<file path="src/rtl/game_pkg.sv">
// Shared game geometry and the hit-controller FSM states; the dragon mover uses the same bounds.
package game_pkg;
  localparam int SCREEN_W = 640;
  localparam int SCREEN_H = 480;
  localparam int D_W      = 40;
  localparam int D_H      = 40;
  localparam int B_W      = 8;
  localparam int B_H      = 4;

  typedef enum logic [1:0] {ST_ARMED, ST_KILLED, ST_DEAD} hit_state_e;
endpackage

</file>
<file path="src/rtl/bcd_counter4.sv">
// Four-digit BCD counter with increment enable; saturates and holds at 9999.
module bcd_counter4 (
  input  logic        clk_22,
  input  logic        rst,
  input  logic        inc,
  output logic [15:0] value
);
  logic [15:0] nxt;
  logic        carry;

  // Ripple carry: each digit wraps 9->0 and passes the carry upward.
  always_comb begin
    nxt   = value;
    carry = 1'b1;
    for (int i = 0; i < 4; i++) begin
      if (carry) begin
        if (value[i*4 +: 4] == 4'd9) begin
          nxt[i*4 +: 4] = 4'd0;
        end else begin
          nxt[i*4 +: 4] = value[i*4 +: 4] + 4'd1;
          carry         = 1'b0;
        end
      end
    end
  end

  always_ff @(posedge clk_22 or negedge rst)
    if (!rst)                             value <= 16'h0000;
    else if (inc && value != 16'h9999)    value <= nxt;
endmodule

</file>
<file path="src/rtl/dragon_hit_ctrl.sv">
// Player bullet manager and dragon hit detector; drives the mover's life_state kill pulse.
module dragon_hit_ctrl
  import game_pkg::*;
#(
  parameter int NUM_B    = 4,
  parameter int B_SPEED  = 8,
  parameter int COOLDOWN = 4
) (
  input  logic                 clk_22,
  input  logic                 rst,
  input  logic                 fire,
  input  logic [9:0]           p_x,
  input  logic [9:0]           p_y,
  input  logic [9:0]           d_x,
  input  logic [9:0]           d_y,
  input  logic                 d_valid,
  output logic                 life_state,
  output logic [10*NUM_B-1:0]  b_x,
  output logic [10*NUM_B-1:0]  b_y,
  output logic [NUM_B-1:0]     b_valid,
  output logic [15:0]          score
);
  localparam int          CW    = $clog2(COOLDOWN + 1);
  localparam logic [10:0] DW11  = 11'(D_W);
  localparam logic [10:0] DH11  = 11'(D_H);
  localparam logic [10:0] BW11  = 11'(B_W);
  localparam logic [10:0] BH11  = 11'(B_H);
  localparam logic [10:0] SPD11 = 11'(B_SPEED);
  localparam logic [10:0] SCR11 = 11'(SCREEN_W);

  logic [NUM_B-1:0][9:0] bx_r, by_r;
  logic [NUM_B-1:0]      bv_r, hit, free_sel;
  logic [CW-1:0]         cd;
  logic                  fire_q, fire_edge, launch, any_hit, taken;
  hit_state_e            state;

  logic [10:0] dx11, dy11;
  assign dx11 = {1'b0, d_x};
  assign dy11 = {1'b0, d_y};

  // Lowest-index free slot, from occupancy before this tick's update.
  always_comb begin
    free_sel = '0;
    taken    = 1'b0;
    for (int i = 0; i < NUM_B; i++) begin
      free_sel[i] = ~bv_r[i] & ~taken;
      taken       = taken | ~bv_r[i];
    end
  end

  assign fire_edge = fire & ~fire_q;
  assign launch    = fire_edge & (cd == '0) & ~(&bv_r);
  assign any_hit   = |hit;

  for (genvar i = 0; i < NUM_B; i++) begin : g_slot
    logic        v;
    logic [9:0]  x, y;
    logic [10:0] bx11, by11, nx;
    logic        overlap;

    assign bx11    = {1'b0, x};
    assign by11    = {1'b0, y};
    assign nx      = bx11 + SPD11;
    assign overlap = (bx11 < dx11 + DW11) && (bx11 + BW11 > dx11) &&
                     (by11 < dy11 + DH11) && (by11 + BH11 > dy11);
    assign hit[i]  = (state == ST_ARMED) & d_valid & v & overlap;

    always_ff @(posedge clk_22 or negedge rst)
      if (!rst) begin
        v <= 1'b0;
        x <= '0;
        y <= '0;
      end else if (v) begin
        if (hit[i] || nx >= SCR11) v <= 1'b0;
        else                       x <= nx[9:0];
      end else if (launch && free_sel[i]) begin
        v <= 1'b1;
        x <= p_x;
        y <= p_y;
      end

    assign bv_r[i] = v;
    assign bx_r[i] = x;
    assign by_r[i] = y;
  end

  assign b_x     = bx_r;
  assign b_y     = by_r;
  assign b_valid = bv_r;

  // fire_q resets high so a button held through reset does not shoot.
  always_ff @(posedge clk_22 or negedge rst)
    if (!rst) begin
      fire_q     <= 1'b1;
      cd         <= '0;
      state      <= ST_ARMED;
      life_state <= 1'b0;
    end else begin
      fire_q     <= fire;
      life_state <= 1'b0;
      if (launch)          cd <= CW'(COOLDOWN);
      else if (cd != '0)   cd <= cd - CW'(1);
      case (state)
        ST_ARMED:  if (any_hit) begin
                     state      <= ST_KILLED;
                     life_state <= 1'b1;
                   end
        ST_KILLED: if (!d_valid) state <= ST_DEAD;
        ST_DEAD:   if (d_valid)  state <= ST_ARMED;
        default:   state <= ST_ARMED;
      endcase
    end

  bcd_counter4 u_score (
    .clk_22 (clk_22),
    .rst    (rst),
    .inc    (any_hit),
    .value  (score)
  );
endmodule

</file>
<file path="config.mk">
export PLATFORM = sky130hd
export DESIGN_NAME = dragon_hit_ctrl
export DESIGN_NICKNAME = d
export VERILOG_FILES = /design/src/rtl/game_pkg.sv /design/src/rtl/bcd_counter4.sv /design/src/rtl/dragon_hit_ctrl.sv
export SDC_FILE = /design/constraint.sdc
export NUM_CORES = 1
export LEC_CHECK = 0
export CORE_UTILIZATION = 31
export CTS_BUF_LIST = sky130_fd_sc_hd__clkbuf_4 sky130_fd_sc_hd__clkbuf_8 sky130_fd_sc_hd__clkbuf_16
export CTS_CLUSTER_SIZE = 8
export DETAILED_ROUTE_END_ITERATION = 8
export HOLD_SLACK_MARGIN = 0.05
export PLACE_DENSITY = 0.61
export SYNTH_ARGS = -nofsm -noshare
export SYNTH_HDL_FRONTEND = slang
export SYNTH_SLANG_ARGS = --single-unit
</file>
<file path="constraint.sdc">
create_clock -name clk_22 -period 3.3 [get_ports clk_22]
set_input_delay 0.495 -clock clk_22 [delete_from_list [all_inputs] [get_ports clk_22]]
set_output_delay 0.495 -clock clk_22 [all_outputs]
set_load 0.03 [all_outputs]
</file>
Word-level counts from Yosys, hierarchy flattened
Index checks and enable logic that the tools add are counted.
{"block": "totals", "register_bits": 107, "inputBits": 44, "out_inout_bits": 101, "word_cells": 178}
{"block": "classes", "addsub": 15, "magnitude_cmp": 20, "n_eq_ne": 14, "mux": 41, "bitwise_logic": 25, "n_reduce_logical": 43}
{"cell": "10-bit two-way mux", "count": 12}
{"cell": "11-bit by 10-bit greater-than comparator with 1-bit output", "count": 8}
{"cell": "10-bit by 11-bit < comparator with 1-bit output", "count": 8}
{"cell": "10-bit by 3-bit adder with 11-bit output (second input constant)", "count": 4}
{"cell": "10-bit by 4-bit adder with 11-bit output (second input constant)", "count": 4}
{"cell": "11-bit by 10-bit greater-or-equal comparator with 1-bit output (second input constant)", "count": 4}
{"cell": "10-bit by 6-bit adder with 11-bit output (second input constant)", "count": 2}
{"cell": "2-bit AND reduction", "count": 11}
{"cell": "1-bit two-way mux", "count": 19}
{"cell": "1-bit logical AND", "count": 17}
{"cell": "4-bit by 1-bit adder with 4-bit output (second input constant)", "count": 4}
{"cell": "4-bit == test (second input constant)", "count": 4}
{"cell": "4-bit two-way mux", "count": 4}
{"cell": "16-bit != test (second input constant)", "count": 1}
{"cell": "1-bit AND", "count": 15}
{"cell": "2-bit != test (second input constant)", "count": 6}
{"cell": "2-bit nonzero test", "count": 5}
{"cell": "1-bit NOT", "count": 8}
{"cell": "2-bit two-way mux", "count": 3}
{"cell": "3-bit two-way mux", "count": 2}
{"cell": "2-bit case mux with 3 select lines", "count": 1}
{"cell": "1-bit logical OR", "count": 4}
{"cell": "4-bit AND reduction", "count": 1}
{"cell": "4-bit OR reduction", "count": 1}
{"cell": "9 further kinds", "count": 10}

Longest topological paths before layout
{"block": "logic_depth", "ltp_word": 9, "depth_mapped": 17, "depth_no_buf": 15}

Cells and area by module
Synthesis repeated with hierarchy kept, for this count alone.
{"block": "unflattened", "cells_unflattened": 995, "hier_area_um2": 9168.8}
{"module": "dragon_hit_ctrl", "instances": 1, "cells_each": 913, "area_per_inst_um2": 8330.5, "seq_area_each_um2": 2278.4}
{"module": "bcd_counter4", "instances": 1, "cells_each": 82, "area_per_inst_um2": 838.3, "seq_area_each_um2": 400.4}

Worst setup path after synthesis
Ideal clock, no wire load.
{"block": "synth_path", "path_type": "register to register", "from": "reg g_slot[3].x[3]", "to": "reg u_score.value[1]", "arrival_time_ns": 3.699, "required_time_ns": 3.175, "slack_ns": -0.525, "path_stages_with_launch": 17, "path_buffers": 1, "synth_period_minus_slack_ns": 3.825, "cell_sequence": "dfrtp_1 ha_1 nand3_1 nor2_1 nand2_1 xnor2_1 ha_1 nand3_1 or2_2 a311o_1 and4_1 nand4_1 a2111oi_2 or4_1 buf_6 nand2_2 mux2_4"}
{"block": "synth_via", "elab_chain_cells": 8, "elab_cells_between_ends": 9, "classes_between": "add/sub (1); order compare (2); bitwise (1); reduce/logical (5)"}
{"item": "start, declared", "line": "dragon_hit_ctrl.sv:57", "source": "logic [9:0] x, y;"}
{"item": "start signal, assigned", "line": "dragon_hit_ctrl.sv:75", "source": "else x <= nx[9:0];"}
{"item": "start signal, assigned", "line": "dragon_hit_ctrl.sv:78", "source": "x <= p_x;"}
{"item": "10-bit by 4-bit adder with 11-bit output", "line": "dragon_hit_ctrl.sv:64", "source": "assign overlap = (bx11 < dx11 + DW11) && (bx11 + BW11 > dx11) &&"}
{"item": "11-bit by 10-bit greater-than comparator with 1-bit output", "line": "dragon_hit_ctrl.sv:64"}
{"item": "1-bit logical AND (*) (2 in a row)", "line": "dragon_hit_ctrl.sv:64"}
{"item": "1-bit logical AND (*)", "line": "dragon_hit_ctrl.sv:65", "source": "(by11 < dy11 + DH11) && (by11 + BH11 > dy11);"}
{"item": "1-bit AND (*)", "line": "dragon_hit_ctrl.sv:66", "source": "assign hit[i] = (state == ST_ARMED) & d_valid & v & overlap;"}
{"item": "4-bit OR reduction (*)", "line": "dragon_hit_ctrl.sv:53", "source": "assign any_hit = |hit;"}
{"item": "1-bit logical AND (*)", "line": "bcd_counter4.sv:29", "source": "else if (inc && value != 16'h9999) value <= nxt;"}
{"item": "end signal, assigned", "line": "bcd_counter4.sv:29"}
{"item": "end, declared", "line": "bcd_counter4.sv:6", "source": "output logic [15:0] value"}
Mark *: on every way between the ends. The rest lies on a longest branch, timed or not.
A chain may end at the register's enable or synchronous reset.

Worst setup path after layout
{"block": "layout_path", "from": "reg g_slot[3].y[3]", "to": "reg u_score.value[1]"}
{"block": "layout_via", "elab_chain_cells": 6, "elab_cells_between_ends": 8, "classes_between": "add/sub (1); order compare (2); bitwise (1); reduce/logical (4)"}
{"item": "start, declared", "line": "dragon_hit_ctrl.sv:57"}
{"item": "start signal, assigned", "line": "dragon_hit_ctrl.sv:79", "source": "y <= p_y;"}
{"item": "10-bit by 3-bit adder with 11-bit output / 10-bit by 11-bit < comparator with 1-bit output (equally long branches)", "line": "dragon_hit_ctrl.sv:65"}
{"item": "11-bit by 10-bit greater-than comparator with 1-bit output / 1-bit logical AND (equally long branches)", "line": "dragon_hit_ctrl.sv:65, dragon_hit_ctrl.sv:64"}
{"item": "1-bit logical AND (*)", "line": "dragon_hit_ctrl.sv:65"}
{"item": "1-bit AND (*)", "line": "dragon_hit_ctrl.sv:66"}
{"item": "4-bit OR reduction (*)", "line": "dragon_hit_ctrl.sv:53"}
{"item": "1-bit logical AND (*)", "line": "bcd_counter4.sv:29"}
Marks and branches as above.

==> parameters.txt <==
Parameter                              Value

Critical path
  Worst path most repeated cell ... and3_4
  Required time reported for the critical path endpoint ... 3.56 ns
  Cells along the critical path ... ha_4 -> and3_4 -> and3_4 -> xor2_1 -> ha_1 -> and3_4 -> nand3_4 -> a31oi_4 -> nand4_1 -> nand4_1 -> a2111oi_4 -> or4_4 -> buf_8 -> nand2_4 -> mux2_4
  Crit path buf inv count ... 1
  Slowest cell delay on critical path ... 0.56 ns
  Crit path kind ... reg2reg
  Element type at the critical path end ... flop
  CP arrival ... 3.77 ns
  Critical-path cell with the highest stage delay ... or4_4
  Maximum fanout count along the critical path ... 5
  Sort of element at the start of the critical path ... flop
  Family of cells with the greatest summed delay on the critical path ... simple AND/OR/NAND/NOR gates

Final layout
  Area added between synthesis and finish ... 52.6%
  Share of layout cells above drive strength 1 ... 34.8%
  Most frequent standard cell in the layout excluding fill and tap cells ... buf_4
  Final instance area ... 13700 sq um
  Final Instance Count excl. Fillers ... 1694
  Most frequent cells in the layout ... buf_4 (234), ha_1 (138), clkdlybuf4s50_1 (132), dfrtp_1 (93), inv_1 (64)
  Layout Utilization ... 48.7%
  Final layout net count ... 1503
  Number of diodes ... 0
  Fill cells ... 2594

Placement
  Dpl cell area ... 12600 sq um
  Count of input and output buffers ... 144
  Number of cells in the design after placement ... 1653
  Detailed placement HPWL ... 25700 um
  Final GP Congestion ... 0.929

Power and ir drop
  Maximum ir drop on the vdd rail ... 0.327 mV
  Leakage power summed over all cells ... 6.36 nW
  Power Dens Cells ... 671 nW/um^2

Timing
  Final Skew ... 0.0170 ns
  Endpoints failing hold ... 0
  Relative slew margins ... 48.3%
  Number of max-slew violations in the final report ... 0
  Highest clock frequency the design can meet ... 0.285 GHz
  Setup violation total in the final timing report ... 17
  Final critical-path share of the clock period ... 106%
  Measured slew at the worst slew-check pin ... 0.776 ns
  RSZ-0062 raised after global routing ... true
  Slack of the critical path ... -0.214 ns
  Time the worst path needs with I/O delays and setup ... 3.51 ns

Die
  Ports ... 145
  Core region area ... 28200 sq um
  Die Outline Area ... 29700 sq um
  Height of the chip ... 172 um
  Die Wd ... 172 um
  Number of rows in the core area ... 61
  Initial Utilization ... 31.9%

Clocking
  CTS hold repair buffers ... 0
  Worst-skew pair later-pin latency ... 0.37 ns
  Number of clock sinks ... 107
  Clock buffer depth ... 2
  Number of CTS-inserted buffers ... 9
  Clock root buffer master ... clkbuf_16
  Clock transition at the register clock pins on the worst setup and hold paths after CTS ... 0.08 ns
  CTS tree ... yes
  Count of H-tree levels built during CTS ... 3

Worst hold path
  Path category of the worst min-delay check ... in2async

Detailed routing
  Via count ... 8731
  Post-detailed-route count of antenna-violating nets ... 0
  Post-detailed-routing wire length ... 33000 um
  Number of remaining DRC errors ... 0
  Mean number of vias per cell ... 5.15
  Final routed wire length divided by cell count ... 19.5 um
  Detailed Routing Iterations Pass 1 ... 4
  Initial DRC count ... 429

Yosys
  Number of enable flip-flop cells after synthesis ... 0
  Mean post-synth cell area ... 9.63 sq um
  Count of mapped cells out of synthesis ... 934
  Mapped Area ... 8990 sq um
  Yosys synthesis warning count ... 0
  Proportion of synthesized chip area in sequential cells ... 29.8%
  Fraction of synthesis flops using an asynchronous set or reset pin ... 100%
  Synthesis-stage register bit count ... 107
  Most used DFF post-synth ... dfrtp_1
  Post-Synthesis Net Count ... 1126
  Distinct cell type count after synthesis ... 81

Job
  Max-cap violations ... 0

Status
  Result of the run ... finished, violations left
  Failing checks ... setup timing

Global route
  Maximum number of pins on one net before global-route repair ... 53
  GRT Total Usage ... 22.5%
  Wire length of the first global-routing pass ... 50100 um
  Number of global-route vias before repair ... 8928
  Total congestion overflow ... 0
  Initial antenna violation count ... 0
## routing by layer
layer | wire length (um) | up-vias | GRT usage (%)
li1 | - | 4197 | -
met1 | 14500 | 4206 | 29.3
met2 | 15600 | 255 | 36.8
met3 | 1760 | 73 | 3.71
met4 | 1100 | 0 | 9.35
met5 | 0 | - | 0
## flip-flops by register name (all words and copies together), names as in the netlist
name	count
life_state	1
fire_q	1
state	2
g_slot.y	40
g_slot.x	40
cd	3
g_slot.v	4
u_score.value	16
## power breakdown
part | switching (W) | internal, W | total, W | leakage, nW
clock network | 0.000570 | 0.000549 | 0.00112 | 0.144
registers | 0.000363 | 0.00166 | 0.00202 | 1.33
logic | 0.00315 | 0.00292 | 0.00606 | 4.89
## what timing repair did
item	4_1_cts	5_1_grt
setup endpoints to repair	50	50
buffers inserted	18	10
cloned	2	1
pin swaps	52	51
gates resized for setup	92	73
## stage by stage
step                hold WS, ns  setup WS (ns)  power, W  setup TNS, ns
global route              0.228         -0.322   0.00985          -4.70
global placement          0.495         -0.893   0.00743         -32.80
floorplan                 0.199         -0.188   0.00497          -1.71
CTS                       0.217         -0.158   0.00897          -1.87
detailed placement        0.493         -0.881   0.00753         -34.04
finish                    0.178         -0.214   0.00920          -2.14
## cell type report
cell class	instances	area (sq um)	area share (%)
multi-input cells	734	6690	48.8
repair buffers	389	3310	24.1
flip-flops and latches	107	2700	19.6
well taps	378	473	3.45
inverters	70	263	1.92
clock buffers	11	246	1.80
clock inverters	5	36.3	0.265
## logic make-up after synthesis
group | synth area share, %
buf+inv | 4.41
flops | 29.8
fa+ha+maj | 20.6
compound gates | 13.9
simple gates | 15.3
xor+xnor | 6.22
mux | 9.81
## worst reg2reg max path, stage by stage, from the launching register on
cell and delay (ns):
dfrtp_2 0.45, ha_4 0.17, and3_4 0.18, and3_4 0.18
xor2_1 0.14, ha_1 0.30, and3_4 0.20, nand3_4 0.09
a31oi_4 0.16, nand4_1 0.19, nand4_1 0.19, a2111oi_4 0.07
or4_4 0.56, buf_8 0.16, nand2_4 0.06, mux2_4 0.30
## cells in the mapped netlist (all sizes together) (7+ instances only)
master | instances | area (sq um)
and3 | 13 | 81.3
mux2i | 30 | 300
ha | 148 | 1850
clkbuf | 12 | 45.0
mux2 | 51 | 582
nand3 | 56 | 300
nand4 | 18 | 128
nor2 | 47 | 176
a211oi | 11 | 82.6
a21o | 10 | 75.1
and4 | 7 | 61.3
xnor2 | 43 | 384
dfrtp | 106 | 2650
nor3 | 16 | 80.1
nand2 | 50 | 190
buf | 12 | 88.8
a21oi | 48 | 240
inv | 70 | 263
xor2 | 20 | 175
o21ai | 49 | 245
nor2b | 19 | 119
## final timing paths
kind | startpoint | end | slack (ns) | cells after the start
max | g_slot[3].y[3] | u_score.value[1] | -0.21 | 15
min | rst | g_slot[1].y[1] | 0.18 | 1
max reg2reg | g_slot[3].y[3] | u_score.value[1] | -0.21 | 15
min reg2reg | u_score.value[4] | u_score.value[4] | 0.51 | 1
max in group asynchronous | rst | g_slot[0].x[0] | 2.24 | 2
min in group clk_22 | u_score.value[4] | u_score.value[4] | 0.51 | 1
(Power assumes the default switching activity.)
